$ cat config.mk
export PLATFORM = sky130hd
export DESIGN_NAME = imm_gen_pipe
export DESIGN_NICKNAME = d
export VERILOG_FILES = /design/src/rtl/imm_gen_pipe.sv
export SDC_FILE = /design/constraint.sdc
export NUM_CORES = 1
export LEC_CHECK = 0
export ABC_AREA = 0
export CORE_ASPECT_RATIO = 0.9
export CORE_UTILIZATION = 30
export DETAILED_ROUTE_END_ITERATION = 6
export SYNTH_ARGS = -nofsm -noshare
export SYNTH_HDL_FRONTEND = slang
export SYNTH_SLANG_ARGS = --single-unit
$ cat constraint.sdc
create_clock -name clk -period 6.84 [get_ports clk]
set_input_delay 2.052 -clock clk [delete_from_list [all_inputs] [get_ports clk]]
set_output_delay 2.052 -clock clk [all_outputs]
set_load 0.005 [all_outputs]
$ cat src/rtl/imm_gen_pipe.sv
// Registered RISC-V immediate generator with a sideband tag and a 2-entry output FIFO.
// Instructions are decoded on entry and stored already decoded; illegal encodings flow through.
module imm_gen_pipe #(
    parameter int unsigned XLEN  = 32,
    parameter int unsigned TAG_W = 32
) (
    input  logic             clk,
    input  logic             rst,
    input  logic             flush,
    input  logic             in_valid,
    output logic             in_ready,
    input  logic [31:0]      in_instr,
    input  logic [TAG_W-1:0] in_tag,
    output logic             out_valid,
    input  logic             out_ready,
    output logic [XLEN-1:0]  out_imm,
    output logic [2:0]       out_fmt,
    output logic             out_illegal,
    output logic [TAG_W-1:0] out_tag
);

    typedef enum logic [2:0] {
        FmtNone  = 3'd0,
        FmtI     = 3'd1,
        FmtS     = 3'd2,
        FmtB     = 3'd3,
        FmtU     = 3'd4,
        FmtJ     = 3'd5,
        FmtShamt = 3'd6
    } fmt_e;

    logic [31:0]     imm32;
    fmt_e            dec_fmt;
    logic            dec_ill;
    logic [XLEN-1:0] dec_imm;
    logic            is_shift;

    // funct3 001 (SLL) and 101 (SRL/SRA) are the shift-immediate encodings
    assign is_shift = (in_instr[13:12] == 2'b01);

    always_comb begin
        imm32   = '0;
        dec_fmt = FmtNone;
        dec_ill = 1'b0;
        case (in_instr[6:0])
            7'b0000011, 7'b1100111: begin
                dec_fmt = FmtI;
                imm32   = {{20{in_instr[31]}}, in_instr[31:20]};
            end
            7'b0010011: begin
                if (is_shift) begin
                    dec_fmt = FmtShamt;
                    if (XLEN == 64) begin
                        imm32 = {26'b0, in_instr[25:20]};
                    end else begin
                        imm32   = {27'b0, in_instr[24:20]};
                        dec_ill = in_instr[25];
                    end
                end else begin
                    dec_fmt = FmtI;
                    imm32   = {{20{in_instr[31]}}, in_instr[31:20]};
                end
            end
            7'b0011011: begin
                if (XLEN != 64) begin
                    dec_ill = 1'b1;
                end else if (is_shift) begin
                    dec_fmt = FmtShamt;
                    imm32   = {27'b0, in_instr[24:20]};
                    dec_ill = in_instr[25];
                end else begin
                    dec_fmt = FmtI;
                    imm32   = {{20{in_instr[31]}}, in_instr[31:20]};
                end
            end
            7'b0100011: begin
                dec_fmt = FmtS;
                imm32   = {{20{in_instr[31]}}, in_instr[31:25], in_instr[11:7]};
            end
            7'b1100011: begin
                dec_fmt = FmtB;
                imm32   = {{19{in_instr[31]}}, in_instr[31], in_instr[7], in_instr[30:25],
                           in_instr[11:8], 1'b0};
            end
            7'b0110111, 7'b0010111: begin
                dec_fmt = FmtU;
                imm32   = {in_instr[31:12], 12'b0};
            end
            7'b1101111: begin
                dec_fmt = FmtJ;
                imm32   = {{11{in_instr[31]}}, in_instr[31], in_instr[19:12], in_instr[20],
                           in_instr[30:21], 1'b0};
            end
            7'b0110011, 7'b0001111, 7'b1110011: dec_ill = 1'b0;
            7'b0111011: dec_ill = (XLEN != 64);
            default:    dec_ill = 1'b1;
        endcase
    end

    // Shift amounts have bit 31 clear, so a uniform sign extension is safe for every format
    assign dec_imm = XLEN'($signed(imm32));

    logic [XLEN-1:0]  mem_imm [2];
    logic [2:0]       mem_fmt [2];
    logic             mem_ill [2];
    logic [TAG_W-1:0] mem_tag [2];
    logic [1:0]       count_q;
    logic             wr_ptr_q;
    logic             rd_ptr_q;
    logic             push;
    logic             pop;

    assign in_ready  = (count_q != 2'd2);
    assign out_valid = (count_q != 2'd0);
    assign push      = in_valid && in_ready && !flush;
    assign pop       = out_valid && out_ready && !flush;

    always_ff @(posedge clk or posedge rst) begin
        if (rst) begin
            count_q  <= 2'd0;
            wr_ptr_q <= 1'b0;
            rd_ptr_q <= 1'b0;
            for (int i = 0; i < 2; i++) begin
                mem_imm[i] <= '0;
                mem_fmt[i] <= '0;
                mem_ill[i] <= 1'b0;
                mem_tag[i] <= '0;
            end
        end else if (flush) begin
            count_q  <= 2'd0;
            wr_ptr_q <= 1'b0;
            rd_ptr_q <= 1'b0;
        end else begin
            if (push) begin
                mem_imm[wr_ptr_q] <= dec_imm;
                mem_fmt[wr_ptr_q] <= dec_fmt;
                mem_ill[wr_ptr_q] <= dec_ill;
                mem_tag[wr_ptr_q] <= in_tag;
                wr_ptr_q          <= ~wr_ptr_q;
            end
            if (pop) begin
                rd_ptr_q <= ~rd_ptr_q;
            end
            count_q <= count_q + {1'b0, push} - {1'b0, pop};
        end
    end

    // Outputs read as zero whenever the FIFO is empty
    always_comb begin
        out_imm     = '0;
        out_fmt     = '0;
        out_illegal = 1'b0;
        out_tag     = '0;
        if (out_valid) begin
            out_imm     = mem_imm[rd_ptr_q];
            out_fmt     = mem_fmt[rd_ptr_q];
            out_illegal = mem_ill[rd_ptr_q];
            out_tag     = mem_tag[rd_ptr_q];
        end
    end

endmodule

**Yosys cells after proc, flatten, opt, wreduce, memory -nomap -nowiden**

Cells that the tools add are included.

- Bits in registers: 140
- Input port bits: 69
- Output and inout port bits: 70
- Logic and storage cells: 84

- Add/sub/neg operators: 2
- Order comparisons: 3
- Eq/ne operators: 13
- Mux-type cells: 37
- Bitwise logic cells: 5
- Reductions and logical operators: 13

Operators by type and width:

| kind | number |
|---|---|
| $mux 32 | 10 |
| $pmux 32 s6 | 1 |
| $bwmux 64 | 2 |
| $demux 32 s1 | 1 |
| $eq 7x7->1 const B | 4 |
| $eq 7x6->1 const B | 3 |
| $mux 3 | 6 |
| $pmux 3 s6 | 1 |
| $eq 7x5->1 const B | 2 |
| $mux 1 | 10 |
| $reduce_or 10->1 | 1 |
| $eq 7x2->1 const B | 1 |
| $eq 7x4->1 const B | 1 |
| $bwmux 6 | 1 |
| $reduce_bool 2->1 | 3 |
| $logic_and 1x1->1 | 5 |
| $ge 2x2->1 const B | 2 |
| $not 1->2 | 2 |
| $reduce_or 2->1 | 2 |
| $demux 3 s1 | 1 |
| $not 1->1 | 3 |
| $add 2x1->2 | 1 |
| $bwmux 2 | 1 |
| $eq 2x1->1 const B | 1 |
| 8 further kinds | 8 |

**Logic depth before layout (Yosys ltp)**

- Depth in word-level cells: 6
- Depth in mapped cells: 9
- Gate-level depth less buffers: 9

**Worst setup path after synthesis**

No wires, ideal clock.

- Path type: register to output
- From: reg count_q[1]
- To: out out_imm[11]
- Data arrival time: 1,298 ps
- Data required time: 4,788 ps
- Path slack: 3,490 ps
- Cell stages (with the launch flop): 5
- Buffers on the path: 2
- Cell sequence: dfrtp_1 -> nor2_1 -> clkbuf_1 -> buf_1 -> nor2_1

- Longest elaborated chain between the ends: 2

Ends and longest elaborated chain:

| item | RTL line | source |
|---|---|---|
| from (decl) | 107 | `logic [1:0] count_q;` |
| from (signal assigned) | 144 | `count_q <= count_q + {1'b0, push} - {1'b0, pop};` |
| $reduce_bool 2->1 | 114 | `assign out_valid = (count_q != 2'd0);` |
| $mux 32 | 154 | `if (out_valid) begin` |
| to (decl) | 16 | `output logic [XLEN-1:0] out_imm,` |

No other way between the ends.

**Final worst setup path**

- From: reg rd_ptr_q
- To: out out_tag[0]

- Longest elaborated chain between the ends: 5

Ends and longest elaborated chain:

| item | RTL line | source |
|---|---|---|
| from (decl) | 109 | `logic rd_ptr_q;` |
| from (signal assigned) | 142 | `rd_ptr_q <= ~rd_ptr_q;` |
| $not 1->2 (implied by the code) | 158 | `out_tag = mem_tag[rd_ptr_q];` |
| $mux 32 (implied by the code) (3 in a row) | 158 |  |
| $mux 32 | 154 |  |
| to (decl) | 19 | `output logic [TAG_W-1:0] out_tag` |

No other way between the ends. The select of a mux whose other input is x is not followed.

==> impl_metrics.ini <==
[run_status]
status = finished, final reports clean

[detailed_routing]
postRouteAntennaNets = 0
first_pass_iters = 4
drcViolationCount = 0
wire_per_inst_um = 16.2
vias = 5640
finalWirelength_mm = 19.0
drt_iter0_markers = 275
viasPerCell = 4.81

[worst_setup_path]
end_kind = output port
cp-start-kind = flip-flop
worst-path-buf-inv = 2
worstPathArrival_ps = 2740
r2r-start = count_q[0]$_DFF_PP0_
slowest_delay_ps = 1100
critPathMaxFanout = 56
cpMaxStageDelayCell = dfrtp_4
reg2reg_to = mem_imm[3]$_DFFE_PP0P_
critPathRequiredTime_ps = 4790
r2r_cells = 6
cp_top_family = flip-flops
r2r_slack_ps = 4300
path_cells = buf_4 > mux2i_1 > nor2_1 > clkdlybuf4s50_1
path_class = reg -> out

[clocking]
cts_tree = yes
clk_path_buf_depth = 2
cts_max_level = 4
ctsResizeCount = 0
cts_setup_buffers = 0
clock_latency_ps = 420
hold_buffers = 0
clock-sinks = 140
clkTransAtPathRegs_ps = 60
cts_buffers = 17
cts_root_buf = clkbuf_16

[grt]
grt_overflow = 0
gr-usage-all-layers_pct = 16.7
grt_max_degree = 84
grt_pass1_wl_mm = 30.8
grt_antenna_before_repair = 1
first_global_vias = 5649

[yosys]
synth.largest_area_cell = dfrtp_1
synth_nets = 822
synthFlopType = dfrtp_1
ys_seq_elements = 140
syn_inst = 751
seq_area_frac_synth_pct = 50.6
ys_warn_count = 0
synth_area_um2 = 6920
ys_top_cells_by_area = dfrtp_1 51%, nand2_1 14%, mux2i_1 10%
yosysUniqueCellTypes = 49
synth_edf_count = 0
async_flop_share_pct = 100
synth_top_area_share_pct = 50.6
syn_avg_cell_area_um2 = 9.22

[timing]
drv_slew = 0
max_slew.worst_pin.slew_ps = 1050
min_period_ps = 4790
tns_ps = 0
post-route-period-util_pct = 70.0
setup_viol = 0
clock.fmax_ghz = 0.209
grt_setup_unrepaired = no
slew_headroom_pct = 29.8
fin_skew_ps = 11.9
hold_violations = 0

[layout]
num-nets-final = 933
layout_commonest_cell = nand2_1
fill_cells = 2240
diodes = 0
post-route-util_pct = 40.2
drive_gt1_share_pct = 7.54
syn_to_final_growth_pct = 31.0
mostFrequentLayoutCells = 261 x nand2_1, 139 x dfrtp_1, 138 x clkdlybuf4s50_1, 89 x nor2_1, 69 x mux2i_1

[place]
gp_congestion = 0.808
numPortBuffers = 138
dp_hpwl_mm = 12.3

[power]
powerDensity_nw_per_um2 = 295
power.switching_mw = 0.836
ir_worst_vdd_v = 0.000125
power_frac_clock_pct = 34.1
p_sw_share_pct = 31.3
power.share.sequential_pct = 43.0
power_leakage_nw = 3.92
power.internal_mw = 1.84
power_frac_comb_pct = 23.0

[floorplan]
num_rows = 52
dieArea_um2 = 23700
ios = 139
die_h_um = 146
start_util_pct = 30.7
coreArea_um2 = 22600
die_x_um = 162

[hold_path]
hp-start = mem_tag[63]$_DFFE_PP0P_
worstHoldEndpoint = mem_tag[63]$_DFFE_PP0P_
hp-class = reg -> reg
min_delay_path_depth = 2

[job]
max_cap_violations = 0
## kinds of logic (layout without fill, tap and decap cells)
family	count (synthesis)	in the layout	share of synthesized area [%]
and+or+nand+nor	392	392	23.5
DFF	140	140	50.6
AOI/OAI and AO/OA	83	83	10.3
muxes	73	73	10.6
buffers and inverters	57	181	4.14
xor gates and xnor gates	4	4	0.506
adders and majority gates	2	2	0.361
## per-layer routing
metal	track usage (%)	up-vias	wire, µm
li1	-	2746	-
met1	23.3	2724	9230
met2	25.6	149	8600
met3	3.75	19	910
met4	5.47	2	274
met5	0	-	11
## registers in the layout, indices dropped and copies added (netlist names)
| register | count |
|---|---|
| mem_tag | 64 |
| count_q | 2 |
| mem_ill | 2 |
| mem_fmt | 6 |
| mem_imm | 64 |
| rd_ptr_q | 1 |
| wr_ptr_q | 1 |
## worst max path at each step
stage                               startpoint                     end  slack, ps  depth (start not counted)
after CTS                 rd_ptr_q$_DFFE_PP0P_             out_tag[24]       2010                          4
after detailed placement                 flush  mem_imm[2]$_DFFE_PP0P_       2300                          6
after floorplan                            rst    count_q[0]$_DFF_PP0_       1040                          1
final                     rd_ptr_q$_DFFE_PP0P_              out_tag[0]       2050                          4
after global routing      rd_ptr_q$_DFFE_PP0P_              out_tag[0]       1890                          4
after global placement                   flush  mem_imm[1]$_DFFE_PP0P_       2360                          6
## Yosys cell counts, types with 3 or more instances
master / count
a21oi_2: 3
nor2_1: 90
dfrtp_1: 140
a221o_1: 24
nand2_1: 261
nor2b_1: 7
buf_6: 6
mux2i_1: 69
nand3_1: 9
clkbuf_1: 19
o211ai_2: 10
inv_1: 5
buf_1: 5
and4b_1: 3
o221ai_1: 11
mux2_2: 4
nand2b_1: 3
o21ai_0: 9
a31oi_1: 6
o21ai_1: 9
xor2_1: 3
buf_2: 22
## tightest hold or removal path: cells and delay by family, from the launching register on
kind / cells / cell delay (ps)
AND/OR/NAND/NOR: 2 / 100
flip-flops: 1 / 340
## power groups by stage
stage | clock network (mW) | registers [mW] | logic, mW
floorplan | 0 | 1.10 | 0.415
global placement | 0 | 1.16 | 0.614
detailed placement | 0 | 1.17 | 0.622
CTS | 0.934 | 1.15 | 0.626
global route | 0.968 | 1.17 | 0.695
finish | 0.911 | 1.15 | 0.614
## cell type report
class | instances | area, µm² | area share, %
Inverter | 5 | 23.8 | 0.262
Sequential cell | 140 | 3510 | 38.7
Timing Repair Buffer | 144 | 1430 | 15.7
Clock inverter | 13 | 130 | 1.44
Tap cell | 297 | 372 | 4.10
Multi-Input combinational cell | 554 | 3150 | 34.8
Clock buffer | 19 | 453 | 5.00
## through the flow
stage | hold slack (ps) | area [µm²] | setup slack (ps) | instances | power (mW)
after floorplan | 445 | 6920 | 1040 | 751 | 1.51
after global placement | 456 | 8480 | 2360 | 1140 | 1.78
after detailed placement | 462 | 8480 | 2300 | 1140 | 1.79
after CTS | 477 | 9070 | 2010 | 1172 | 2.71
after global routing | 494 | 9070 | 1890 | 1172 | 2.84
final | 475 | 9070 | 2050 | 1172 | 2.68
No activity file was read; power rests on OpenSTA's default activity.
